**config.mk**
```make
export PLATFORM = sky130hd
export DESIGN_NAME = fp_issue_arb
export DESIGN_NICKNAME = d
export VERILOG_FILES = /design/src/rtl/fp_issue_arb_pkg.sv /design/src/rtl/fp_issue_arb_rr_pick.sv /design/src/rtl/fp_issue_arb.sv
export SDC_FILE = /design/constraint.sdc
export NUM_CORES = 1
export LEC_CHECK = 0
export BUFFER_PORTS_ARGS = -buffer_cell sky130_fd_sc_hd__buf_4
export CORE_AREA = 4 4 156 158
export DETAILED_ROUTE_END_ITERATION = 10
export DIE_AREA = 0 0 160 162
export GPL_TIMING_DRIVEN = 0
export PLACE_DENSITY = 0.66
export SLEW_MARGIN = 20
export SYNTH_ARGS = -nofsm -noshare
export SYNTH_HDL_FRONTEND = slang
export SYNTH_SLANG_ARGS = --single-unit
```
**constraint.sdc**
```tcl
create_clock -name clk_i -period 1.6 [get_ports clk_i]
set_clock_uncertainty 0.05 [all_clocks]
set_input_delay 0.24 -clock clk_i [delete_from_list [all_inputs] [get_ports clk_i]]
set_output_delay 0.24 -clock clk_i [all_outputs]
set_load 0.01 [all_outputs]
```
**src/rtl/fp_issue_arb_pkg.sv**
```systemverilog
// Shared types for the FPU issue arbiter: formats, opcodes, rounding modes,
// status flags, arbiter states and per-format helper functions.
package fp_issue_arb_pkg;

  typedef enum logic [1:0] {
    FP32 = 2'd0,
    FP64 = 2'd1,
    FP16 = 2'd2,
    BF16 = 2'd3
  } fp_format_e;

  localparam int unsigned FpMaxWidth = 64;

  typedef enum logic [3:0] {
    FADD   = 4'd0,
    FSUB   = 4'd1,
    FMUL   = 4'd2,
    FMADD  = 4'd3,
    FNMSUB = 4'd4,
    FDIV   = 4'd5,
    FSQRT  = 4'd6,
    FMIN   = 4'd7,
    FMAX   = 4'd8,
    FCMP   = 4'd9,
    F2I    = 4'd10,
    I2F    = 4'd11,
    F2F    = 4'd12
  } float_op_e;

  typedef enum logic [2:0] {
    RNE = 3'd0,
    RTZ = 3'd1,
    RDN = 3'd2,
    RUP = 3'd3,
    RMM = 3'd4,
    DYN = 3'd7
  } roundmode_e;

  typedef struct packed {
    logic NV;  // invalid
    logic DZ;  // divide by zero
    logic OF;  // overflow
    logic UF;  // underflow
    logic NX;  // inexact
  } status_t;

  typedef enum logic [1:0] {
    StIdle  = 2'd0,
    StIssue = 2'd1,
    StWait  = 2'd2,
    StResp  = 2'd3
  } arb_state_e;

  // Storage width of one operand for the given format.
  function automatic int unsigned fp_width(fp_format_e fmt);
    unique case (fmt)
      FP64:       return 64;
      FP16, BF16: return 16;
      default:    return 32;
    endcase
  endfunction

  // Canonical quiet NaN, right-aligned in a FpMaxWidth container.
  function automatic logic [FpMaxWidth-1:0] canon_nan(fp_format_e fmt);
    unique case (fmt)
      FP64:    return 64'h7FF8_0000_0000_0000;
      FP16:    return 64'h0000_0000_0000_7E00;
      BF16:    return 64'h0000_0000_0000_7FC0;
      default: return 64'h0000_0000_7FC0_0000;
    endcase
  endfunction

endpackage

```
**src/rtl/fp_issue_arb_rr_pick.sv**
```systemverilog
// fp_rr_pick: combinational round-robin picker. Scans upward from the slot
// after last_i, wrapping, and returns the first set request.
module fp_rr_pick #(
  parameter int unsigned NUM_REQ = 2,
  localparam int unsigned ID_W = $clog2(NUM_REQ)
) (
  input  logic [NUM_REQ-1:0] req_i,
  input  logic [ID_W-1:0]    last_i,
  output logic [NUM_REQ-1:0] gnt_o,
  output logic [ID_W-1:0]    idx_o,
  output logic               any_o
);

  // Two passes: slots above last_i first, then the wrapped slots 0..last_i.
  always_comb begin
    logic found;
    found = 1'b0;
    gnt_o = '0;
    idx_o = '0;
    for (int unsigned j = 0; j < NUM_REQ; j++) begin
      if (!found && req_i[j] && (j > 32'(last_i))) begin
        found    = 1'b1;
        gnt_o[j] = 1'b1;
        idx_o    = ID_W'(j);
      end
    end
    for (int unsigned j = 0; j < NUM_REQ; j++) begin
      if (!found && req_i[j] && (j <= 32'(last_i))) begin
        found    = 1'b1;
        gnt_o[j] = 1'b1;
        idx_o    = ID_W'(j);
      end
    end
    any_o = found;
  end

endmodule

```
**src/rtl/fp_issue_arb.sv**
```systemverilog
// fp_issue_arb: shares one FPU among NUM_REQ requesters, one op in flight.
// Round-robin accept, registered operands, single-cycle start pulse, then a
// valid/ready response to the owning requester.
// Optional build macro FP_ARB_WATCHDOG_EN adds a WAIT-state timeout that
// answers with a canonical qNaN + NV and sets sticky wdog_err_o.
module fp_issue_arb
  import fp_issue_arb_pkg::*;
#(
  parameter fp_format_e  FP_FORMAT = FP32,
  parameter int unsigned NUM_REQ   = 2,
`ifdef FP_ARB_WATCHDOG_EN
  parameter int unsigned WDOG_CYCLES = 64,
`endif
  localparam int unsigned FP_WIDTH = fp_width(FP_FORMAT),
  localparam int unsigned ID_W     = $clog2(NUM_REQ)
) (
  input  logic                               clk_i,
  input  logic                               rst_i,
  input  logic       [NUM_REQ-1:0]           req_valid_i,
  output logic       [NUM_REQ-1:0]           req_ready_o,
  input  logic       [NUM_REQ-1:0][FP_WIDTH-1:0] req_a_i,
  input  logic       [NUM_REQ-1:0][FP_WIDTH-1:0] req_b_i,
  input  logic       [NUM_REQ-1:0][FP_WIDTH-1:0] req_c_i,
  input  float_op_e  [NUM_REQ-1:0]           req_op_i,
  input  logic       [NUM_REQ-1:0][1:0]      req_op_modify_i,
  input  roundmode_e [NUM_REQ-1:0]           req_rnd_i,
  output logic       [NUM_REQ-1:0]           rsp_valid_o,
  input  logic       [NUM_REQ-1:0]           rsp_ready_i,
  output logic       [FP_WIDTH-1:0]          rsp_result_o,
  output status_t                            rsp_flags_o,
  output logic                               fpu_start_o,
  input  logic                               fpu_ready_i,
  output logic       [FP_WIDTH-1:0]          fpu_a_o,
  output logic       [FP_WIDTH-1:0]          fpu_b_o,
  output logic       [FP_WIDTH-1:0]          fpu_c_o,
  output float_op_e                          fpu_op_o,
  output logic       [1:0]                   fpu_op_modify_o,
  output roundmode_e                         fpu_rnd_o,
  input  logic       [FP_WIDTH-1:0]          fpu_result_i,
  input  logic                               fpu_valid_i,
  input  status_t                            fpu_flags_i,
`ifdef FP_ARB_WATCHDOG_EN
  output logic                               wdog_err_o,
`endif
  output logic                               busy_o
);

  // Operand width follows FP_FORMAT, so the capture struct lives here.
  typedef struct packed {
    logic [FP_WIDTH-1:0] a;
    logic [FP_WIDTH-1:0] b;
    logic [FP_WIDTH-1:0] c;
    float_op_e           op;
    logic [1:0]          op_modify;
    roundmode_e          rnd;
  } req_t;

  arb_state_e          state_q;
  logic [ID_W-1:0]     owner_q;
  logic [ID_W-1:0]     last_q;
  req_t                req_q;
  req_t                win_req;
  logic [FP_WIDTH-1:0] res_q;
  status_t             flags_q;
  logic                zl_q;  // result already captured in the start cycle

  logic [NUM_REQ-1:0]  pick_gnt;
  logic [ID_W-1:0]     pick_idx;
  logic                pick_any;
  logic [NUM_REQ-1:0]  owner_oh;

`ifdef FP_ARB_WATCHDOG_EN
  localparam int unsigned     WDOG_W = $clog2(WDOG_CYCLES + 1);
  localparam logic [FP_WIDTH-1:0] QNAN = FP_WIDTH'(canon_nan(FP_FORMAT));
  logic [WDOG_W-1:0] wdog_cnt_q;
  logic              wdog_err_q;
`endif

  fp_rr_pick #(
    .NUM_REQ (NUM_REQ)
  ) u_pick (
    .req_i  (req_valid_i),
    .last_i (last_q),
    .gnt_o  (pick_gnt),
    .idx_o  (pick_idx),
    .any_o  (pick_any)
  );

  assign win_req = '{
    a:         req_a_i[pick_idx],
    b:         req_b_i[pick_idx],
    c:         req_c_i[pick_idx],
    op:        req_op_i[pick_idx],
    op_modify: req_op_modify_i[pick_idx],
    rnd:       req_rnd_i[pick_idx]
  };

  assign owner_oh = {{(NUM_REQ-1){1'b0}}, 1'b1} << owner_q;

  // Accept is offered only in IDLE and never while reset is being applied.
  assign req_ready_o = ((state_q == StIdle) && !rst_i) ? pick_gnt : '0;
  assign rsp_valid_o = (state_q == StResp) ? owner_oh : '0;
  assign fpu_start_o = (state_q == StIssue) && fpu_ready_i;
  assign busy_o      = (state_q != StIdle);

  assign fpu_a_o         = req_q.a;
  assign fpu_b_o         = req_q.b;
  assign fpu_c_o         = req_q.c;
  assign fpu_op_o        = req_q.op;
  assign fpu_op_modify_o = req_q.op_modify;
  assign fpu_rnd_o       = req_q.rnd;
  assign rsp_result_o    = res_q;
  assign rsp_flags_o     = flags_q;
`ifdef FP_ARB_WATCHDOG_EN
  assign wdog_err_o      = wdog_err_q;
`endif

  // Arbiter FSM with all operand, owner and response registers.
  always_ff @(posedge clk_i) begin
    if (rst_i) begin
      state_q    <= StIdle;
      owner_q    <= '0;
      last_q     <= ID_W'(NUM_REQ - 1);
      req_q      <= '0;
      res_q      <= '0;
      flags_q    <= '0;
      zl_q       <= 1'b0;
`ifdef FP_ARB_WATCHDOG_EN
      wdog_cnt_q <= '0;
      wdog_err_q <= 1'b0;
`endif
    end else begin
      unique case (state_q)
        StIdle: begin
          if (pick_any) begin
            req_q   <= win_req;
            owner_q <= pick_idx;
            last_q  <= pick_idx;
            state_q <= StIssue;
          end
        end
        StIssue: begin
          if (fpu_ready_i) begin
            state_q <= StWait;
            // A zero-latency result is latched now and retired from WAIT next
            // cycle, exactly as if it had arrived in WAIT.
            zl_q    <= fpu_valid_i;
            if (fpu_valid_i) begin
              res_q   <= fpu_result_i;
              flags_q <= fpu_flags_i;
            end
`ifdef FP_ARB_WATCHDOG_EN
            wdog_cnt_q <= '0;
`endif
          end
        end
        StWait: begin
          if (zl_q || fpu_valid_i) begin
            if (!zl_q) begin
              res_q   <= fpu_result_i;
              flags_q <= fpu_flags_i;
            end
            zl_q    <= 1'b0;
            state_q <= StResp;
          end
`ifdef FP_ARB_WATCHDOG_EN
          else if (wdog_cnt_q == WDOG_W'(WDOG_CYCLES - 1)) begin
            res_q      <= QNAN;
            flags_q    <= '{NV: 1'b1, default: 1'b0};
            wdog_err_q <= 1'b1;
            state_q    <= StResp;
          end else begin
            wdog_cnt_q <= wdog_cnt_q + 1'b1;
          end
`endif
        end
        StResp: begin
          if (rsp_ready_i[owner_q]) begin
            state_q <= StIdle;
          end
        end
        default: state_q <= StIdle;
      endcase
    end
  end

endmodule

```
# Word level (Yosys, flattened, before mapping)
# Index checks and enable logic that the tools add are counted.
# word_totals
inputBits	255
register_bits	147
word_cells	88
# classes
muxes	41
reduce_logical	17
shifts	1
order_cmp	4
n_eq_ne	9
# op_table
operator	n
two-way mux 32 bit	10
one-hot mux 32 bit (2 select lines)	1
two-way mux 5 bit	4
two-way mux 2 bit	8
two-way mux 1 bit	11
!= test 2 bit (second input constant)	5
one-hot mux 5 bit (2 select lines)	1
two-way mux 4 bit	2
one-hot mux 2 bit (4 select lines)	1
logical AND 1 bit	6
two-way mux 3 bit	2
AND reduction 5 bit	1
== test 2 bit (second input constant)	2
< comparator 1 x 2 -> 1 bit (second input constant)	2
AND reduction 4 bit	1
nonzero test 2 bit	2
logical NOT 1 bit	3
AND reduction 3 bit	1
== test 2 x 1 -> 1 bit (second input constant)	1
logical NOT 2 bit	1
!= test 2 x 1 -> 1 bit (second input constant)	1
one-hot mux 1 bit (2 select lines)	1
AND reduction 2 bit	1
<< shifter 1 x 1 -> 2 bit (first input constant)	1
3 further kinds	3

# Depth between registers and ports, before layout
# Gate-level depths: netlist of run 1.
# depth
word_depth	12
ltp_mapped	8

# Hierarchy
# A second synthesis of run 1 with hierarchy kept.
# hier_totals
hier_cells	677
hier_area_um2	6590.1
# modules_own_cells
module	cells_each	seq_area_each_um2	area_each_um2	instances
fp_issue_arb	672	2942.8	6557.5	1
fp_rr_pick	5	0.0	32.5	1

# Least setup slack after synthesis of run 1
# No wires, ideal clock.
# synth_path
path_kind	register to register
startpoint	reg state_q[0]
endpoint	reg res_q[10], in the netlist rsp_result_o[10]
t_arrival_ns	1.516
path_stages_with_launch	7
path_slack_ns	-0.037
path_buffers	1
period_less_slack_ns	1.637
cell_sequence	dfxtp_1 inv_1 ha_1 o2111ai_2 clkbuf_1 nand2_1 a21oi_1
# synth_via
elab_chain_len	3
elab_cells_between_ends	9
cone_classes	6 x eq/ne; 1 x mux; 2 x reduce/logical
# synth_lines
item	line	source
start: declaration	fp_issue_arb.sv:58	arb_state_e state_q;
start signal: assignment	fp_issue_arb.sv:121	state_q <= StIdle;
start signal: assignment	fp_issue_arb.sv:139	state_q <= StIssue;
start signal: assignment	fp_issue_arb.sv:144	state_q <= StWait;
== test 2 bit / == test 2 x 1 -> 1 bit (equally long branches)	fp_issue_arb.sv:133	unique case (state_q)
!= test 2 bit (no source line) / nonzero test 2 bit (equally long branches)	-	
AND reduction 5 bit (no source line)	-	
end signal: assignment	fp_issue_arb.sv:149	res_q <= fpu_result_i;
end signal: assignment	fp_issue_arb.sv:160	res_q <= fpu_result_i;
end: declaration	fp_issue_arb.sv:63	logic [FP_WIDTH-1:0] res_q;
# Several ways; a longest one is shown, not always the timed one.
# A chain may end at the register's enable or synchronous reset.

# Worst setup path after layout of run 1
# layout_path
startpoint	reg state_q[0]
endpoint	reg req_q, in the netlist fpu_a_o[3]
# layout_via
elab_chain_len	2
# layout_lines
item	line	source
logical NOT 2 bit	fp_issue_arb.sv:133	
AND reduction 2 bit (no source line)	-	
end signal: assignment	fp_issue_arb.sv:136	req_q <= win_req;
end: declaration	fp_issue_arb.sv:61	req_t req_q;
# No other way between the ends.

==> impl_metrics.env, run 1 <==
export IMPL_crit_arrival_ns=2.04
export IMPL_met1_length_um=11380
export IMPL_regArea_sq_um=2949
export IMPL_holdCritStartpoint="fpu_result_i[2]"
export IMPL_max_slew_margin_pct=43.20
export IMPL_drt_pass1_iterations=4
export IMPL_wl_met2_um=15940
export IMPL_worst_pin_slew_ns=0.8521
export IMPL_grt_ovfl_total=0
export IMPL_drc=0
export IMPL_fin_crit_ns=1.767
export IMPL_drive_above_1_share_pct=66.92
export IMPL_cts_buffers=17
export IMPL_finalPower_mw=21.91
export IMPL_power_leakage_nw=5.802
export IMPL_synth_area_leaders="dfxtp_1 47%, mux2i_1 17%, a211oi_1 12%"
export IMPL_r2r_end="fpu_a_o[3]"
export IMPL_cp_startpoint="state_q[0]"
export IMPL_grt_pass1_wl_um=40720
export IMPL_clk_latency_ns=0.41
export IMPL_grt_max_degree=17
export IMPL_slew_violations=0
export IMPL_reg2reg_slack_ns=-0.17
export IMPL_worst_ir_drop_vdd_uv=736.9
export IMPL_die_h_um=162
export IMPL_cts_sinks=147
export IMPL_fp_row_count=56
export IMPL_die_w_um=160
export IMPL_synth_seq_cells=147
export IMPL_ys_types=25
export IMPL_globalplace_congestion=0.8216
export IMPL_setup_viol=143
export IMPL_fmax_ghz=0.5658
export IMPL_synth_top_area_share_pct=46.95
export IMPL_ys_seq_area_share_pct=46.95
export IMPL_via_per_inst=4.810
export IMPL_avgSynthCellArea_sq_um=9.314
export IMPL_hpwl_um=19580
export IMPL_netlist_instances=673
export IMPL_crit_type="register to register"
export IMPL_cts_root_buffer="clkbuf_16"
export IMPL_drt_wl_total_um=29690
export IMPL_ant_nets=0
export IMPL_min_delay_path_depth=3
export IMPL_routedWlPerCell_um=20.30
export IMPL_violations="setup timing"
export IMPL_vias=7037
export IMPL_crit_path_end_kind="register"
export IMPL_hold_violations=0
export IMPL_first_iter_violations=285
export IMPL_yosysWarnings=0
export IMPL_htree_levels=4
export IMPL_multiInputGateArea_sq_um=4158
export IMPL_setup_ws_ns=-0.1674
export IMPL_highest_layer="met4"
export IMPL_fillers=1975
export IMPL_io_pins=403
export IMPL_timing_rr_start="state_q[0]"
export IMPL_reg2regPathDepth=10
export IMPL_status="finished, violations left"
export IMPL_start_util_pct=27.11
export IMPL_synth_area_leader_cell="dfxtp_1"
export IMPL_grt_antenna_before_repair=0
export IMPL_n_antenna_cell=0
export IMPL_utilization_pct=56.49
export IMPL_rsz0062_at_grt="true"
export IMPL_path_max_fanout=5
export IMPL_portBuffers=401
export IMPL_power_density_nw_per_um2=1677
export IMPL_cp_data_required_time_ns=1.87
export IMPL_fin_crit_sh_pct=110.5
export IMPL_cts_clk_slew_worst_paths_ns=0.06
export IMPL_grt_usage_pct=20.22
export IMPL_cts_max_path_buffers=2
export IMPL_syn_num_nets=932
export IMPL_area_growth_pct=108.4
export IMPL_hold_path_class="primary input to register"
export IMPL_holdPathEnd="rsp_result_o[2]"
export IMPL_start_kind="register"
export IMPL_grt_pass1_vias=7127
export IMPL_synth_area_sq_um=6269
export IMPL_wl_met3_um=1945
export IMPL_cts_tree="yes"
export IMPL_nets=1419
export IMPL_design_core_area_sq_um=23120
export IMPL_die_area_sq_um=25920
export IMPL_max_cap_violations=0
final cells by class:
type                    count  area share, %
plain buffers              56          5.729
inverters                   8         0.3640
repair buffers            470          32.20
clock inverters            12          1.102
well taps                 290          2.778
multi-input cells         460          31.83
flip-flops and latches    147          22.58
clock buffers              20          3.420
kinds of logic after synthesis:
kind of cell	Yosys count	synth area share, %
simple gates	196	12.00
compound gates	154	17.66
flops	147	46.95
mux	106	16.93
fa+ha+maj	4	0.7984
buf+inv	66	5.669
layout by cell type (no fill, tap or decap), drive strengths merged:
master,count
buf,487
dfxtp,147
nor2,107
a211oi,106
mux2i,106
nand2,82
clkbuf,51
a21oi,40
inv,13
dlygate4sd3,8
ha,4
clkinvlp,3
o21ai,3
nand2b,2
o2111a,2
bufinv,2
clkinv,2
nand3,2
and3,1
and2,1
o2111ai,1
o32ai,1
or4,1
o211a,1
synthesized netlist by cell type:
cell,n
buf_4,8
buf_8,2
a211oi_1,98
a21oi_1,40
inv_1,8
and2_1,1
dfxtp_1,147
o2111a_1,2
buf_12,2
mux2i_1,106
o211a_1,1
nor2_1,107
and3_1,1
clkbuf_1,23
nand2_1,82
o32ai_1,1
nand3_1,2
buf_1,5
nand2b_1,2
or4_1,1
ha_1,4
o2111ai_2,1
o21ai_0,3
a211oi_2,8
buf_2,18
per-stage QoR:
step | cells | cell area, sq um | setup TNS (ns) | hold slack [ns] | worst slack, ns
after floorplan | 673 | 6279 | -1.107 | 0.3260 | -0.03690
after global placement | 1364 | 9652 | -72.68 | 0.3929 | -0.6839
after detailed placement | 1364 | 9652 | -76.89 | 0.3968 | -0.6726
after CTS | 1448 | 12000 | -6.759 | 0.0003127 | -0.1817
after global routing | 1463 | 13060 | -19.77 | 0.007429 | -0.2033
final | 1463 | 13060 | -13.74 | 0.01821 | -0.1674
power by group:
group	switching (mW)	internal (mW)
sequential	0.805	4.93
clock	1.73	2.38
combinational	5.52	6.54
worst max path at each step:
stage	end	slack (ns)	cells after the start
floorplan	rsp_result_o[10]	-0.04	6
global placement	owner_q	-0.68	4
detailed placement	owner_q	-0.67	4
CTS	req_ready_o[1]	-0.18	6
global route	fpu_b_o[20]	-0.20	11
finish	fpu_a_o[3]	-0.17	10
routing by layer:
| layer | up-vias | track usage (%) |
|---|---|---|
| met1 | 3395 | 22.34 |
| met2 | 261 | 37.61 |
| met5 | - | 0 |
| li1 | 3350 | - |
| met3 | 31 | 6.166 |
| met4 | 0 | 5.475 |
repair_timing:
| item | CTS | global route |
|---|---|---|
| hold endpoints to repair | 7 | 1 |
| pin swaps | 35 | 81 |
| setup endpoints to repair | 151 | 152 |
| resized for setup | 246 | 218 |
| setup buffers | 30 | 6 |
| hold buffers | 7 | 1 |
| cloned | 16 | 14 |
flip-flops by register name (all words and copies together), names as in the netlist:
| register | cells |
|---|---|
| fpu_c_o | 32 |
| zl_q | 1 |
| fpu_op_modify_o | 2 |
| last_q | 1 |
| fpu_b_o | 32 |
| state_q | 2 |
| rsp_flags_o | 5 |
| fpu_rnd_o | 3 |
| owner_q | 1 |
| rsp_result_o | 32 |
| fpu_a_o | 32 |
| fpu_op_o | 4 |
worst max-delay path, stage by stage (launching register included):
cell	delay, ns
dfxtp_4	0.38
inv_4	0.05
ha_4	0.17
buf_12	0.13
clkinv_8	0.04
nor2_4	0.03
buf_12	0.16
buf_12	0.14
clkbuf_16	0.18
buf_16	0.15
a211oi_4	0.19
Note: power is estimated with default switching activity, not from simulation.
==> run 2, diff against run 1 <==
--- a/config.mk
+++ b/config.mk
@@ -7,6 +7,7 @@
 export LEC_CHECK = 0
 export BUFFER_PORTS_ARGS = -buffer_cell sky130_fd_sc_hd__buf_4
 export CORE_AREA = 4 4 156 158
+export CTS_BUF_LIST = sky130_fd_sc_hd__clkbuf_8
 export DETAILED_ROUTE_END_ITERATION = 10
 export DIE_AREA = 0 0 160 162
 export GPL_TIMING_DRIVEN = 0
@@ -15,3 +16,4 @@
 export SYNTH_ARGS = -nofsm -noshare
 export SYNTH_HDL_FRONTEND = slang
 export SYNTH_SLANG_ARGS = --single-unit
+export TNS_END_PERCENT = 100
==> run 2 against run 1 <==
Compared with the run above: the run still ends with setup timing left; die area unchanged; wire length grew 1.5%; fmax decreased by 2.1%; combinational power about the same; register-to-register slack hardly changed; critical path type is now register to output pin; sequential power rose by 1%; highest routed layer unchanged; global-route usage down 0.44 points.
==> impl_metrics.env, run 2 (same netlist as run 1, synthesis figures left out) <==
export IMPL_fin_crit_sh_pct=112.8
export IMPL_cts_buffers=17
export IMPL_fillers=1916
export IMPL_utilization_pct=56.92
export IMPL_status="finished, violations left"
export IMPL_grt_usage_pct=19.77
export IMPL_die_h_um=162
export IMPL_slew_violations=0
export IMPL_cp_data_required_time_ns=1.31
export IMPL_grt_pass1_wl_um=39940
export IMPL_setup_viol=135
export IMPL_clk_latency_ns=0.44
export IMPL_design_core_area_sq_um=23120
export IMPL_drive_above_1_share_pct=65.53
export IMPL_fmax_ghz=0.5541
export IMPL_crit_type="register to output pin"
export IMPL_min_delay_path_depth=3
export IMPL_cts_tree="yes"
export IMPL_mostFrequentLayoutCell="buf_4"
export IMPL_worst_pin_slew_ns=0.7827
export IMPL_rsz0062_at_grt="true"
export IMPL_cts_max_path_buffers=2
export IMPL_cts_sinks=147
export IMPL_start_kind="register"
export IMPL_fp_row_count=56
export IMPL_nets=1450
export IMPL_cts_clk_slew_worst_paths_ns=0.09
export IMPL_multiInputGateArea_sq_um=4160
export IMPL_crit_arrival_ns=1.51
export IMPL_drt_wl_total_um=30130
export IMPL_area_growth_pct=109.9
export IMPL_cts_root_buffer="clkbuf_8"
export IMPL_fin_crit_ns=1.805
export IMPL_ant_nets=0
export IMPL_crit_path_end_kind="output pin"
export IMPL_grt_antenna_before_repair=0
export IMPL_power_leakage_nw=5.807
export IMPL_die_w_um=160
export IMPL_max_cap_violations=0
export IMPL_grt_pass1_vias=6961
export IMPL_die_area_sq_um=25920
export IMPL_grt_ovfl_total=0
export IMPL_hold_violations=0
export IMPL_power_density_nw_per_um2=1575
export IMPL_violations="setup timing"
export IMPL_holdCritStartpoint="fpu_valid_i"
export IMPL_hpwl_um=19580
export IMPL_routedWlPerCell_um=20.16
export IMPL_htree_levels=4
export IMPL_grt_max_degree=17
export IMPL_vias=7156
export IMPL_drc=0
export IMPL_holdPathEnd="zl_q"
export IMPL_via_per_inst=4.787
export IMPL_reg2regPathDepth=10
export IMPL_max_slew_margin_pct=47.82
export IMPL_timing_rr_start="state_q[0]"
export IMPL_regArea_sq_um=2952
export IMPL_drt_pass1_iterations=4
export IMPL_portBuffers=401
export IMPL_placed_cells=1364
export IMPL_setup_ws_ns=-0.2046
export IMPL_stdcell_count=1495
export IMPL_reg2reg_slack_ns=-0.16
export IMPL_globalplace_congestion=0.8216
export IMPL_r2r_end="fpu_b_o[19]"
export IMPL_finalPower_mw=20.73
export IMPL_path_max_fanout=2
export IMPL_start_util_pct=27.11
export IMPL_final_cell_mix="406 x buf_4, 144 x dfxtp_1, 82 x a211oi_2"
export IMPL_io_pins=403
export IMPL_hold_path_class="primary input to register"
export IMPL_worst_ir_drop_vdd_uv=664.9
export IMPL_first_iter_violations=279
run 2: cell count changes in the layout (fill, tap and decap cells not counted), moves of 4 or more:
cell	before	now
nor2_4	6	12
buf_6	28	22
buf_16	12	5
a211oi_2	97	82
nand2_1	28	23
clkbuf_8	1	18
a211oi_1	7	24
mux2i_2	13	23
mux2i_1	88	78
dlygate4sd3_1	8	37
clkbuf_16	33	22
nor2_1	83	79
run 2: power by group:
part,internal [mW],switching [mW]
Clock,1.45,1.58
Combinational,6.49,5.41
Sequential,4.93,0.870
run 2: metrics by stage:
step | hold slack (ns) | setup TNS [ns] | setup WS [ns] | cell area (sq um)
6_report | 0.05697 | -7.333 | -0.2046 | 13160
5_1_grt | 0.02471 | -16.26 | -0.2948 | 13160
4_1_cts | 0.02206 | -3.168 | -0.2256 | 11520
3_5_place_dp | 0.3968 | -76.89 | -0.6726 | 9652
3_3_place_gp | 0.3929 | -72.68 | -0.6839 | 9652
2_1_floorplan | 0.3260 | -1.107 | -0.03690 | 6279
run 2: final cells by class:
| cell class | count | share of cell area, % |
|---|---|---|
| Timing Repair Buffer | 501 | 34.33 |
| Multi-Input combinational cell | 460 | 31.61 |
| Sequential cell | 147 | 22.43 |
| Buffer | 56 | 5.514 |
| Tap cell | 290 | 2.757 |
| Clock buffer | 18 | 1.882 |
| Clock inverter | 14 | 1.150 |
| Inverter | 8 | 0.3042 |
| Antenna cell | 1 | 0.01902 |
run 2: how the worst max path moves through the flow:
stage,startpoint,endpoint,slack (ns),cells past startpoint
finish,last_q,req_ready_o[1],-0.20,6
global route,last_q,req_ready_o[1],-0.29,6
CTS,last_q,req_ready_o[1],-0.23,6
detailed placement,rst_i,owner_q,-0.67,4
global placement,rst_i,owner_q,-0.68,4
floorplan,state_q[0],rsp_result_o[10],-0.04,6
run 2: metal layers:
layer	global-route usage, %	routed length, um	share of wire [%]
met2	36.57	16160	54
met3	6.064	1989	6.6
met1	22.10	11610	39
met4	5.123	379	1.3
met5	0	0	0
run 2: worst max-delay path, cell delays in order, from the launching register on:
cell and delay (ns):
dfxtp_2 0.33, a21oi_2 0.15, buf_6 0.14, buf_12 0.10, buf_12 0.09, and3_1 0.16
buf_6 0.11
run 2: timing repair:
| action | 4_1_cts | 5_1_grt |
|---|---|---|
| gates cloned | 7 | 26 |
| hold buffers | 37 | 0 |
| buffers inserted | 25 | 9 |
| endpoints found under the setup margin | 153 | 150 |
| gates resized for setup | 187 | 284 |
| pin swaps | 46 | 105 |
| endpoints found under the hold margin | 37 | 0 |
==> run 3, diff against run 2 <==
--- a/config.mk
+++ b/config.mk
@@ -12,6 +12,7 @@
 export DIE_AREA = 0 0 160 162
 export GPL_TIMING_DRIVEN = 0
 export PLACE_DENSITY = 0.66
+export SKIP_LAST_GASP = 1
 export SLEW_MARGIN = 20
 export SYNTH_ARGS = -nofsm -noshare
 export SYNTH_HDL_FRONTEND = slang
==> run 3 against run 2 <==
Compared with the run above: the run still ends with setup timing left; total power is 2.6% lower; core utilization shrank 0.78 points; die area did not move; register-to-register slack improved by 0.02 ns; worst setup slack hardly changed; non-clock buffer count is 8 lower; highest routed layer unchanged.
==> impl_metrics.env, run 3 (same netlist as run 1, synthesis figures left out) <==
export IMPL_hold_path_class="primary input to register"
export IMPL_via_per_inst=4.798
export IMPL_die_area_sq_um=25920
export IMPL_fin_crit_sh_pct=112.8
export IMPL_fin_setup_tns_ns=-6.811
export IMPL_setup_viol=126
export IMPL_power_leakage_nw=5.597
export IMPL_setup_ws_ns=-0.2045
export IMPL_placed_cells=1364
export IMPL_grt_usage_pct=19.75
export IMPL_stdcell_count=1487
export IMPL_worst_ir_drop_vdd_uv=703.8
export IMPL_slew_violations=0
export IMPL_cp_data_required_time_ns=1.31
export IMPL_drt_pass1_iterations=4
export IMPL_cts_sinks=147
export IMPL_path_max_fanout=2
export IMPL_postLayoutCellArea_sq_um=12980
export IMPL_drc=0
export IMPL_routedWlPerCell_um=19.62
export IMPL_fillers=1956
export IMPL_crit_arrival_ns=1.51
export IMPL_grt_ovfl_total=0
export IMPL_final_cell_mix="411 x buf_4, 144 x dfxtp_1, 79 x a211oi_2"
export IMPL_start_kind="register"
export IMPL_status="finished, violations left"
export IMPL_start_util_pct=27.11
export IMPL_max_slew_margin_pct=45.52
export IMPL_multiInputGateArea_sq_um=4218
export IMPL_cts_tree="yes"
export IMPL_violations="setup timing"
export IMPL_rsz0062_at_grt="true"
export IMPL_drive_above_1_share_pct=64.72
export IMPL_grt_antenna_before_repair=1
export IMPL_power_density_nw_per_um2=1555
export IMPL_portBuffers=401
export IMPL_die_w_um=160
export IMPL_max_cap_violations=0
export IMPL_first_iter_violations=249
export IMPL_min_delay_path_depth=3
export IMPL_reg2regPathDepth=9
export IMPL_fin_crit_ns=1.804
export IMPL_ant_nets=0
export IMPL_fp_row_count=56
export IMPL_hold_violations=0
export IMPL_htree_levels=4
export IMPL_grt_pass1_wl_um=39880
export IMPL_mostFrequentLayoutCell="buf_4"
export IMPL_cts_buffers=17
export IMPL_nets=1442
export IMPL_utilization_pct=56.13
export IMPL_grt_pass1_vias=6967
export IMPL_die_h_um=162
export IMPL_io_pins=403
export IMPL_grt_max_degree=17
export IMPL_cts_root_buffer="clkbuf_8"
export IMPL_regArea_sq_um=2952
export IMPL_hpwl_um=19580
export IMPL_finalPower_mw=20.19
export IMPL_place_area_sq_um=9652
export IMPL_crit_type="register to output pin"
export IMPL_drt_wl_total_um=29180
export IMPL_area_growth_pct=107.0
export IMPL_fmax_ghz=0.5542
export IMPL_worst_pin_slew_ns=0.8171
export IMPL_cts_max_path_buffers=2
export IMPL_crit_path_end_kind="output pin"
export IMPL_globalplace_congestion=0.8216
export IMPL_clk_latency_ns=0.44
export IMPL_cts_clk_slew_worst_paths_ns=0.09
export IMPL_design_core_area_sq_um=23120
export IMPL_vias=7134
[run 3: changes by cell type in the layout (fill, tap and decap cells not counted), sizes merged]
cell    change
clkbuf      -7
buf         -1
[run 3: routing by layer]
metal	global-route usage, %	vias to the layer above	routed length [um]
li1	-	3413	-
met1	21.96	3390	11290
met2	36.65	297	15420
met3	6.064	34	2022
met4	5.123	0	453
met5	0	-	0
[run 3: through the flow]
step	hold slack, ns	setup WS [ns]
6_report	0.05560	-0.2045
2_1_floorplan	0.3260	-0.03690
5_1_grt	0.01084	-0.2892
3_5_place_dp	0.3968	-0.6726
4_1_cts	0.02206	-0.2256
3_3_place_gp	0.3929	-0.6839
[run 3: cell type report]
type / count / share of cell area (%)
flip-flops and latches: 147 / 22.74
inverters: 8 / 0.3085
clock buffers: 18 / 1.909
repair buffers: 492 / 32.61
clock inverters: 14 / 1.166
plain buffers: 57 / 5.948
well taps: 290 / 2.796
diodes: 1 / 0.01928
multi-input cells: 460 / 32.50
[run 3: power breakdown]
group | switching (mW) | internal (mW) | total (mW)
clock network | 1.57 | 1.45 | 3.02
registers | 0.940 | 4.93 | 5.87
logic | 5.24 | 6.06 | 11.3
total | 7.75 | 12.4 | 20.2
[run 3: final timing paths]
path | startpoint | end | slack [ns]
max | last_q | req_ready_o[1] | -0.20
min | fpu_valid_i | zl_q | 0.06
max reg2reg | state_q[0] | rsp_result_o[22] | -0.14
min reg2reg | rsp_flags_o[4] | rsp_flags_o[4] | 0.41
[run 3: timing repair]
action                                  in CTS  in global routing
setup buffers                               25                 13
hold buffers                                37                  0
pin swaps                                   31                119
hold endpoints to repair                    37                  0
endpoints found under the setup margin     153                150
gates cloned                                 7                 13
gates resized for setup                    182                282
[run 3: worst max-delay path: stages (launching register included)]
cell and delay [ns]:
dfxtp_2 0.33, a21oi_2 0.15, buf_6 0.14, buf_12 0.10, buf_12 0.09, and3_1 0.15, buf_4 0.12
